File: config.mk
export PLATFORM = sky130hd
export DESIGN_NAME = feature_framer_flat
export DESIGN_NICKNAME = d
export VERILOG_FILES = /design/src/rtl/feature_framer_pkg.sv /design/src/rtl/feature_framer_if.sv /design/src/rtl/feature_framer_wait_timer.sv /design/src/rtl/feature_framer.sv /design/src/flat_wrapper.sv
export SDC_FILE = /design/constraint.sdc
export NUM_CORES = 1
export LEC_CHECK = 0
export BUFFER_PORTS_ARGS = -buffer_cell sky130_fd_sc_hd__buf_2
export CORE_AREA = 4 4 67 69
export DETAILED_ROUTE_END_ITERATION = 6
export DIE_AREA = 0 0 71 73
export HOLD_SLACK_MARGIN = 0.1
export PLACE_DENSITY = 0.82
export SLEW_MARGIN = 20
export SYNTH_ARGS = -nofsm -noshare
export SYNTH_HDL_FRONTEND = slang
export SYNTH_HIERARCHICAL = 1
export SYNTH_SLANG_ARGS = --single-unit
File: constraint.sdc
create_clock -name clock -period 3.8 [get_ports clock]
set_input_delay 0.76 -clock clock [delete_from_list [all_inputs] [get_ports clock]]
set_output_delay 0.76 -clock clock [all_outputs]
set_load 0.05 [all_outputs]
File: src/rtl/feature_framer_pkg.sv
`default_nettype none
// ============================================================================
// Module      : feature_framer_pkg
// Description : Shared definitions for the feature framer and the decision
//               tree: the common data width and the framer FSM state
//               encodings.
// Ports       : none (package)
// Revision    : 1.0 - initial release
// ============================================================================
package feature_framer_pkg;

    // Width of every feature and result word exchanged with the tree.
    localparam int c_DATA_WIDTH = 8;

    // Framer states, explicitly two bits wide.
    typedef enum logic [1:0] {
        ST_COLLECT = 2'd0,
        ST_LAUNCH  = 2'd1,
        ST_WAIT    = 2'd2,
        ST_HOLD    = 2'd3
    } state_t;

endpackage
`default_nettype wire

File: src/rtl/feature_framer_if.sv
`default_nettype none
// ============================================================================
// Module      : feature_framer_if
// Description : Bundles the framer's sample stream, feature/launch outputs,
//               decision tree result input and framed-result handshake.
// Ports       : slave  - the framer's view (drives s_ready, features,
//                        start, result, busy)
//               master - the surrounding environment's view
// Revision    : 1.0 - initial release
// ============================================================================
interface feature_framer_if
    import feature_framer_pkg::*;
#(
    parameter int DATA_W = c_DATA_WIDTH
);
    logic [DATA_W-1:0] s_data_i;
    logic              s_valid_i;
    logic              s_ready_o;
    logic [DATA_W-1:0] x1_o;
    logic [DATA_W-1:0] x2_o;
    logic [DATA_W-1:0] x3_o;
    logic              start_o;
    logic [DATA_W-1:0] y_i;
    logic              y_valid_i;
    logic [DATA_W-1:0] r_data_o;
    logic              r_valid_o;
    logic              r_ready_i;
    logic              r_timeout_o;
    logic              busy_o;

    modport slave (
        input  s_data_i, s_valid_i, y_i, y_valid_i, r_ready_i,
        output s_ready_o, x1_o, x2_o, x3_o, start_o,
               r_data_o, r_valid_o, r_timeout_o, busy_o
    );

    modport master (
        output s_data_i, s_valid_i, y_i, y_valid_i, r_ready_i,
        input  s_ready_o, x1_o, x2_o, x3_o, start_o,
               r_data_o, r_valid_o, r_timeout_o, busy_o
    );
endinterface
`default_nettype wire

File: src/rtl/feature_framer_wait_timer.sv
`default_nettype none
// ============================================================================
// Module      : feature_framer_wait_timer
// Description : Cycle counter for the framer's WAIT state. Expires when the
//               count reaches TIMEOUT-1, i.e. during the TIMEOUT-th enabled
//               cycle after a clear.
// Ports       : clock, reset - clock / synchronous active-high reset
//               i_clear      - zero the count
//               i_enable     - count this cycle
//               o_expire     - count equals TIMEOUT-1
// Revision    : 1.0 - initial release
// ============================================================================
module feature_framer_wait_timer #(
    parameter int TIMEOUT = 64
) (
    input  wire logic clock,
    input  wire logic reset,
    input  wire logic i_clear,
    input  wire logic i_enable,
    output logic      o_expire
);
    localparam logic [7:0] c_LAST = 8'(TIMEOUT - 1);

    logic [7:0] r_count;

    // Count saturates at the expiry value so it can never wrap.
    always_ff @(posedge clock) begin
        if (reset || i_clear) begin
            r_count <= 8'd0;
        end else if (i_enable && !o_expire) begin
            r_count <= r_count + 8'd1;
        end
    end

    assign o_expire = (r_count == c_LAST);
endmodule
`default_nettype wire

File: src/rtl/feature_framer.sv
`default_nettype none
// ============================================================================
// Module      : feature_framer
// Description : Collects three feature samples, launches the decision tree
//               with a one-cycle start pulse, waits for its class result (or
//               a timeout) and holds the framed result until consumed.
// Ports       : clock, reset - clock / synchronous active-high reset
//               bus          - feature_framer_if.slave (sample stream,
//                              features, start, tree result, framed result,
//                              busy)
// Revision    : 1.0 - initial release
// ============================================================================
module feature_framer
    import feature_framer_pkg::*;
#(
    parameter int DATA_W  = c_DATA_WIDTH,
    parameter int TIMEOUT = 64
) (
    input  wire logic       clock,
    input  wire logic       reset,
    feature_framer_if.slave bus
);
    state_t            r_state;
    state_t            w_state_next;
    logic [1:0]        r_count;
    logic [DATA_W-1:0] r_x1;
    logic [DATA_W-1:0] r_x2;
    logic [DATA_W-1:0] r_x3;
    logic [DATA_W-1:0] r_data;
    logic              r_valid;
    logic              r_timeout;

    logic w_accept;
    logic w_done_real;
    logic w_done_timeout;
    logic w_expire;

    feature_framer_wait_timer #(
        .TIMEOUT (TIMEOUT)
    ) u_wait_timer (
        .clock    (clock),
        .reset    (reset),
        .i_clear  (r_state == ST_LAUNCH),
        .i_enable (r_state == ST_WAIT),
        .o_expire (w_expire)
    );

    // State register.
    always_ff @(posedge clock) begin
        if (reset) begin
            r_state <= ST_COLLECT;
        end else begin
            r_state <= w_state_next;
        end
    end

    // Next-state and per-cycle event decode.
    always_comb begin
        w_state_next   = r_state;
        w_accept       = 1'b0;
        w_done_real    = 1'b0;
        w_done_timeout = 1'b0;
        case (r_state)
            ST_COLLECT: begin
                if (bus.s_valid_i) begin
                    w_accept = 1'b1;
                    if (r_count == 2'd2) begin
                        w_state_next = ST_LAUNCH;
                    end
                end
            end
            ST_LAUNCH: begin
                w_state_next = ST_WAIT;
            end
            ST_WAIT: begin
                // A real result beats a coincident timer expiry.
                if (bus.y_valid_i) begin
                    w_done_real  = 1'b1;
                    w_state_next = ST_HOLD;
                end else if (w_expire) begin
                    w_done_timeout = 1'b1;
                    w_state_next   = ST_HOLD;
                end
            end
            ST_HOLD: begin
                // r_valid is always set while holding.
                if (bus.r_ready_i) begin
                    w_state_next = ST_COLLECT;
                end
            end
            default: begin
                w_state_next = ST_COLLECT;
            end
        endcase
    end

    // Feature and result registers.
    always_ff @(posedge clock) begin
        if (reset) begin
            r_count   <= 2'd0;
            r_x1      <= '0;
            r_x2      <= '0;
            r_x3      <= '0;
            r_data    <= '0;
            r_valid   <= 1'b0;
            r_timeout <= 1'b0;
        end else begin
            if (w_accept) begin
                case (r_count)
                    2'd0:    r_x1 <= bus.s_data_i;
                    2'd1:    r_x2 <= bus.s_data_i;
                    default: r_x3 <= bus.s_data_i;
                endcase
                r_count <= (r_count == 2'd2) ? 2'd0 : r_count + 2'd1;
            end
            if (w_done_real) begin
                r_data    <= bus.y_i;
                r_timeout <= 1'b0;
                r_valid   <= 1'b1;
            end else if (w_done_timeout) begin
                r_data    <= '0;
                r_timeout <= 1'b1;
                r_valid   <= 1'b1;
            end else if (r_state == ST_HOLD && bus.r_ready_i) begin
                r_valid <= 1'b0;
            end
        end
    end

    assign bus.s_ready_o   = (r_state == ST_COLLECT);
    assign bus.start_o     = (r_state == ST_LAUNCH);
    assign bus.busy_o      = !((r_state == ST_COLLECT) && (r_count == 2'd0));
    assign bus.x1_o        = r_x1;
    assign bus.x2_o        = r_x2;
    assign bus.x3_o        = r_x3;
    assign bus.r_data_o    = r_data;
    assign bus.r_valid_o   = r_valid;
    assign bus.r_timeout_o = r_timeout;
endmodule
`default_nettype wire

File: src/flat_wrapper.sv
// flat-port wrapper written by rule: the top's interface ports become plain ports
module feature_framer_flat import feature_framer_pkg::*;
#(
    parameter int DATA_W  = c_DATA_WIDTH,
    parameter int TIMEOUT = 64
)
  (clock, reset, bus_s_data_i, bus_s_valid_i, bus_y_i, bus_y_valid_i, bus_r_ready_i, bus_s_ready_o, bus_x1_o, bus_x2_o, bus_x3_o, bus_start_o, bus_r_data_o, bus_r_valid_o, bus_r_timeout_o, bus_busy_o);
  feature_framer_if #(.DATA_W(DATA_W)) bus_i ();
  input  wire logic clock;
  input  wire logic reset;
  input wire logic [$bits(bus_i.s_data_i)-1:0] bus_s_data_i;
  input wire logic [$bits(bus_i.s_valid_i)-1:0] bus_s_valid_i;
  input wire logic [$bits(bus_i.y_i)-1:0] bus_y_i;
  input wire logic [$bits(bus_i.y_valid_i)-1:0] bus_y_valid_i;
  input wire logic [$bits(bus_i.r_ready_i)-1:0] bus_r_ready_i;
  output wire logic [$bits(bus_i.s_ready_o)-1:0] bus_s_ready_o;
  output wire logic [$bits(bus_i.x1_o)-1:0] bus_x1_o;
  output wire logic [$bits(bus_i.x2_o)-1:0] bus_x2_o;
  output wire logic [$bits(bus_i.x3_o)-1:0] bus_x3_o;
  output wire logic [$bits(bus_i.start_o)-1:0] bus_start_o;
  output wire logic [$bits(bus_i.r_data_o)-1:0] bus_r_data_o;
  output wire logic [$bits(bus_i.r_valid_o)-1:0] bus_r_valid_o;
  output wire logic [$bits(bus_i.r_timeout_o)-1:0] bus_r_timeout_o;
  output wire logic [$bits(bus_i.busy_o)-1:0] bus_busy_o;
  assign bus_i.s_data_i = bus_s_data_i;
  assign bus_i.s_valid_i = bus_s_valid_i;
  assign bus_i.y_i = bus_y_i;
  assign bus_i.y_valid_i = bus_y_valid_i;
  assign bus_i.r_ready_i = bus_r_ready_i;
  assign bus_s_ready_o = bus_i.s_ready_o;
  assign bus_x1_o = bus_i.x1_o;
  assign bus_x2_o = bus_i.x2_o;
  assign bus_x3_o = bus_i.x3_o;
  assign bus_start_o = bus_i.start_o;
  assign bus_r_data_o = bus_i.r_data_o;
  assign bus_r_valid_o = bus_i.r_valid_o;
  assign bus_r_timeout_o = bus_i.r_timeout_o;
  assign bus_busy_o = bus_i.busy_o;
  feature_framer #(.DATA_W(DATA_W), .TIMEOUT(TIMEOUT)) u_core (.clock(clock), .reset(reset), .bus(bus_i));
endmodule
* After elaboration in Yosys (flattened, before gate mapping) *
Index checks and enable logic that the tools add are counted.

word-level totals
  register bits after elaboration = 46
  word-level logic and storage cells = 57
  input bits = 21

operators by class
  bitwise gates (word level) = 1
  eq/ne operators = 10
  add/sub/neg operators = 2
  reductions and logical operators = 16
  mux-type cells = 19

operator list
  operator             number
  $mux 8               2
  $mux 2               6
  $mux 1               10
  $add 8x1->8 const B  1
  $eq 8x6->1 const B   1
  $pmux 2 s4           1
  $eq 2x2->1 const B   3
  $reduce_and 2->1     3
  $eq 2x1->1 const B   2
  $logic_not 2->1      2
  $ne 2x2->1 const B   2
  $reduce_and 4->1     1
  $reduce_or 2->1      2
  $logic_and 1x1->1    3
  $ne 3x2->1 const B   1
  $reduce_bool 3->1    1
  $add 2x1->2 const B  1
  $logic_not 1->1      2
  $ne 2x1->1 const B   1
  $reduce_bool 2->1    1
  $logic_or 1x1->1     1
  $not 1->1            1

* Longest topological paths before layout *
  word-level depth = 6
  mapped depth = 7
  gate-level depth less buffers = 7

* Cells and area by module *
Netlist, hierarchy kept.

by module, submodules not included
  module                     seq. area each (µm²)  area each (µm²)  cells an instance  instances
  feature_framer             760.7                 1480.2           154                1
  feature_framer_wait_timer  160.2                 419.2            45                 1

* Worst setup path before layout *
No wires, ideal clock.

  path type = register to register
  start point = reg u_core.u_wait_timer.r_count[0]
  end point = reg u_core.r_state[1]
  clock period less this slack = 1949 ps
  path buffers = 0
  cell stages (with the launch flop) = 8
  setup time = 72 ps
  arrival = 1878 ps
  slack = 1851 ps
  required time = 3728 ps
  path through = dfxtp_1 -> ha_1 -> nand3_2 -> or4_4 -> inv_1 -> nor3b_1 -> a2111oi_4 -> mux2i_1

between the ends
  longest elaborated chain between the ends = 3

RTL lines
  what                        RTL line                         RTL
  start, declared             feature_framer_wait_timer.sv:24  logic [7:0] r_count;
  start signal, assigned      feature_framer_wait_timer.sv:31  r_count <= r_count + 8'd1;
  $eq 8x6->1                  feature_framer_wait_timer.sv:35  assign o_expire = (r_count == c_LAST);
  named net u_core.w_expire   feature_framer.sv:36             logic w_expire;
  $ne 3x2->1 (no line)        -
  $reduce_and 4->1 (no line)  -
  end signal, assigned        feature_framer.sv:53             r_state <= w_state_next;
  end, declared               feature_framer.sv:23             state_t r_state;

The timed path passes the listed nets, and every way through them passes these cells.
A chain may end at the register's enable or synchronous reset.

* Worst setup path after layout *
  start point = reg u_core.r_state[0]
  end point = out bus_busy_o

between the ends
  longest elaborated chain between the ends = 3

RTL lines
  what               RTL line               RTL
  $logic_not 2->1    feature_framer.sv:132  assign bus.busy_o = !((r_state == ST_COLLECT) && (r_count == 2'd0));
  $logic_and 1x1->1  feature_framer.sv:132
  $logic_not 1->1    feature_framer.sv:132
  end, declared      flat_wrapper.sv:24     output wire logic [$bits(bus_i.busy_o)-1:0] bus_busy_o;

Every way passes these cells.

==> metrics <==
outcome=finished, final reports clean; Synth Instances=between 150 and 200; total clock sinks=46; post-route ant nets=0; Seq/Total Area, Yosys=0.4848; setup bufs post-CTS=0; largest net degree at the start of global routing=between 40 and 50; root cell of the clock tree=clkbuf_8; synthesized area=1899 sq um; Vias=around 1,700; worst relative slew slack=0.5312; Core Area=about 4000 sq um; iteration-0 DRC count of the detailed router=91; area delta synth->final=22.33%; Detailed Routing Iterations Pass 1=4; worst reg2reg setup slack=roughly 1.7 ns; Starting Density=0.4853; Mapped Nets=between 200 and 250; FF-to-FF End=u_core/r_state[1]; Max Root-Sink Buffers=2; Worst setup EP type=output pin; Setup CP Type=flop to output pin; worst vdd ir=around 0.00040 V; CP max stage delay=~0.43 ns; Avg Inst Size Synth=between 9 and 10 sq um; Async SR Flop Fraction=0; Final Setup Violations=0; # DRC=0; post-synthesis cell type count=39; M1 WL=~1800 um; met3 WL=a little over 300 um; dpl hpwl=approximately 3000 um; CTS tree=done; All-Layer GR Usage=0.1742; R2R Path Start=u_core/u_wait_timer/r_count[0]; number of global-route vias before repair=around 1,500; hold path depth=2; crit path DAT=1.52 ns; Reg clk slew, reported paths=about 0.090 ns; Clock Latency Late Sink=0.30 ns; Power Dens Cells=about 440 nW/um^2; worst hold path class=flop to flop; minimum clock period=approximately 2.3 ns; slowest CP cell=dfxtp_1; Reg area=just over 900 sq um; simple-gate share of the synthesized area=0.1996; Max Slew Vio Count=0; Leakage=between 1 and 1.5 nW; nets@finish=around 280; Post-CTS Hold Buffers=0; Synth area leaders=dfxtp_1 (48%), mux2i_1 (10%), nor2_1 (5.7%); TritonCTS Buffers=5; WL met2=around 2100 um; initial antenna violation count=0; number of vias per cell=5.428; #FFs+latches synth=46; Die Wd=just over 70 um; ys flop type=dfxtp_1; mux share of post-synthesis cell area=0.1001; max_cap viols=0; final wirelength=4304 um; hold_sp=u_core/bus.x2_o[0]; grt ovf=0; io pins=a little under 60; area of the multi-input gates=923.4 sq um; Synth Area in Adders=0.03953; worst path cell trace=inv_1, ha_1, nand2_1, buf_2; Die ar.=approximately 5200 sq um; Required @ worst endpoint=3.04 ns; Layout Utilization=0.5937; gpl congestion=around 0.93; Synth Area in Compound Gates=0.1469; Yosys top cell area share=0.4848; fin crit share=0.5994; first-pass GRT wire length=roughly 7100 um; RSZ-0062 raised after global routing=false; setup TNS=0 ns; ratio of cells with drive above 1 in the final layout=0.2891; DR WL/cell=between 10 and 15 um; f_max=439.1 MHz; hold_ws=roughly 0.46 ns; Synth Area in XOR/XNOR=0; Port Buffers=57; Worst R2R Path Depth=7; DR top layer=met4; Tightest Pin Transition=0.6985 ns; Yosys warning total=6; Post-synth EDFFs=0; Hold EP=u_core/bus.x2_o[0]; largest family of logic cells by synthesized area=simple AND/OR/NAND/NOR gates; DIE HEIGHT=between 70 and 80 um; diode count=0; Final Hold Viols=0; fillers=between 300 and 400; final std cells w/o fill=just over 300; CP Launch Type=flop; H-Tree Depth=2; # resized after CTS=0; cell accounting for the most synthesized area=dfxtp_1; row count=23; worst clock skew=between 0.005 and 0.006 ns; Inst Count DP=slightly below 300; maximum fanout along the worst path=8
[report_power, final]
group / switching [mW] / total (mW) / internal [mW]
Clock: 0.170 / 0.367 / 0.197
Combinational: 0.112 / 0.157 / 0.0452
Sequential: 0.0103 / 0.508 / 0.497
[cell usage after synthesis (2+ instances only)]
cell and instances:
dfxtp_1 46, nor2_1 29, nand2_1 26, mux2i_1 19, a21oi_1 14, a22oi_1 8
ha_1 6, clkbuf_1 5, inv_1 5, a211oi_1 3, nand4_1 3, o21ai_0 3
a31oi_1 2, buf_2 2, nand3_2 2, nor2b_1 2, or3_1 2
[area by class of cell]
class                      instances  area share
clock buffer                       5     0.02962
clock inverter                     3     0.01885
inverter                           5    0.008078
multi-input combinational        140      0.3974
sequential                        46      0.3963
tap                               50     0.02693
timing repair buffer              57      0.1228
[state kept, by name, indices dropped and copies added (netlist names)]
register                     flops
u_core/bus.x3_o                  8
u_core/r_count                   2
u_core/bus.r_valid_o             1
u_core/bus.x2_o                  8
u_core/r_state                   2
u_core/u_wait_timer/r_count      8
u_core/bus.r_data_o              8
u_core/bus.r_timeout_o           1
u_core/bus.x1_o                  8
[cells in the final DEF, fill, tap and decap left out, types with 3 or more instances in the layout]
master and instances:
buf_2 57, dfxtp_1 46, nor2_1 29, nand2_1 26, mux2i_1 19, a21oi_1 14
a22oi_1 8, ha_1 6, clkbuf_8 5, inv_1 5, nand4_1 3, o21ai_0 3
a211oi_1 3
[metal layers]
metal,GRT usage,up-vias
li1,-,819
met1,0.2079,770
met2,0.2781,61
met3,0.06749,11
met4,0.07933,0
met5,0,-
[cell families after synthesis]
family                     Yosys count
DFF                                 46
buffers and inverters               13
adders and majority gates            6
AOI/OAI and AO/OA                   38
muxes                               19
and+or+nand+nor                     77
[critical path, delay by kind of cell, from the launching register on]
family,cells,cell delay (ns)
fa+ha+maj,1,0.33
buf+inv,2,0.37
flops,1,0.43
simple gates,1,0.09
[through the flow]
stage / setup slack, ns / total power, mW / instance area [sq um]
3_5_place_dp: 1.709 / 0.6751 / 2211
6_report: 1.522 / 1.031 / 2323
2_1_floorplan: 1.851 / 0.6347 / 1899
4_1_cts: 1.525 / 1.046 / 2323
3_3_place_gp: 1.783 / 0.6721 / 2211
5_1_grt: 1.444 / 1.075 / 2323
[worst max path at each step]
stage                     slack (ns)           endpoint                           start  cells after the start
after global placement          1.78  u_core/r_state[1]  u_core/u_wait_timer/r_count[0]                      7
after detailed placement        1.71  u_core/r_state[1]  u_core/u_wait_timer/r_count[0]                      7
after global routing            1.44         bus_busy_o               u_core/r_state[0]                      4
final                           1.52         bus_busy_o               u_core/r_state[0]                      4
after floorplan                 1.85  u_core/r_state[1]  u_core/u_wait_timer/r_count[0]                      7
after CTS                       1.53         bus_busy_o               u_core/r_state[0]                      4
(Power assumes the default switching activity.)
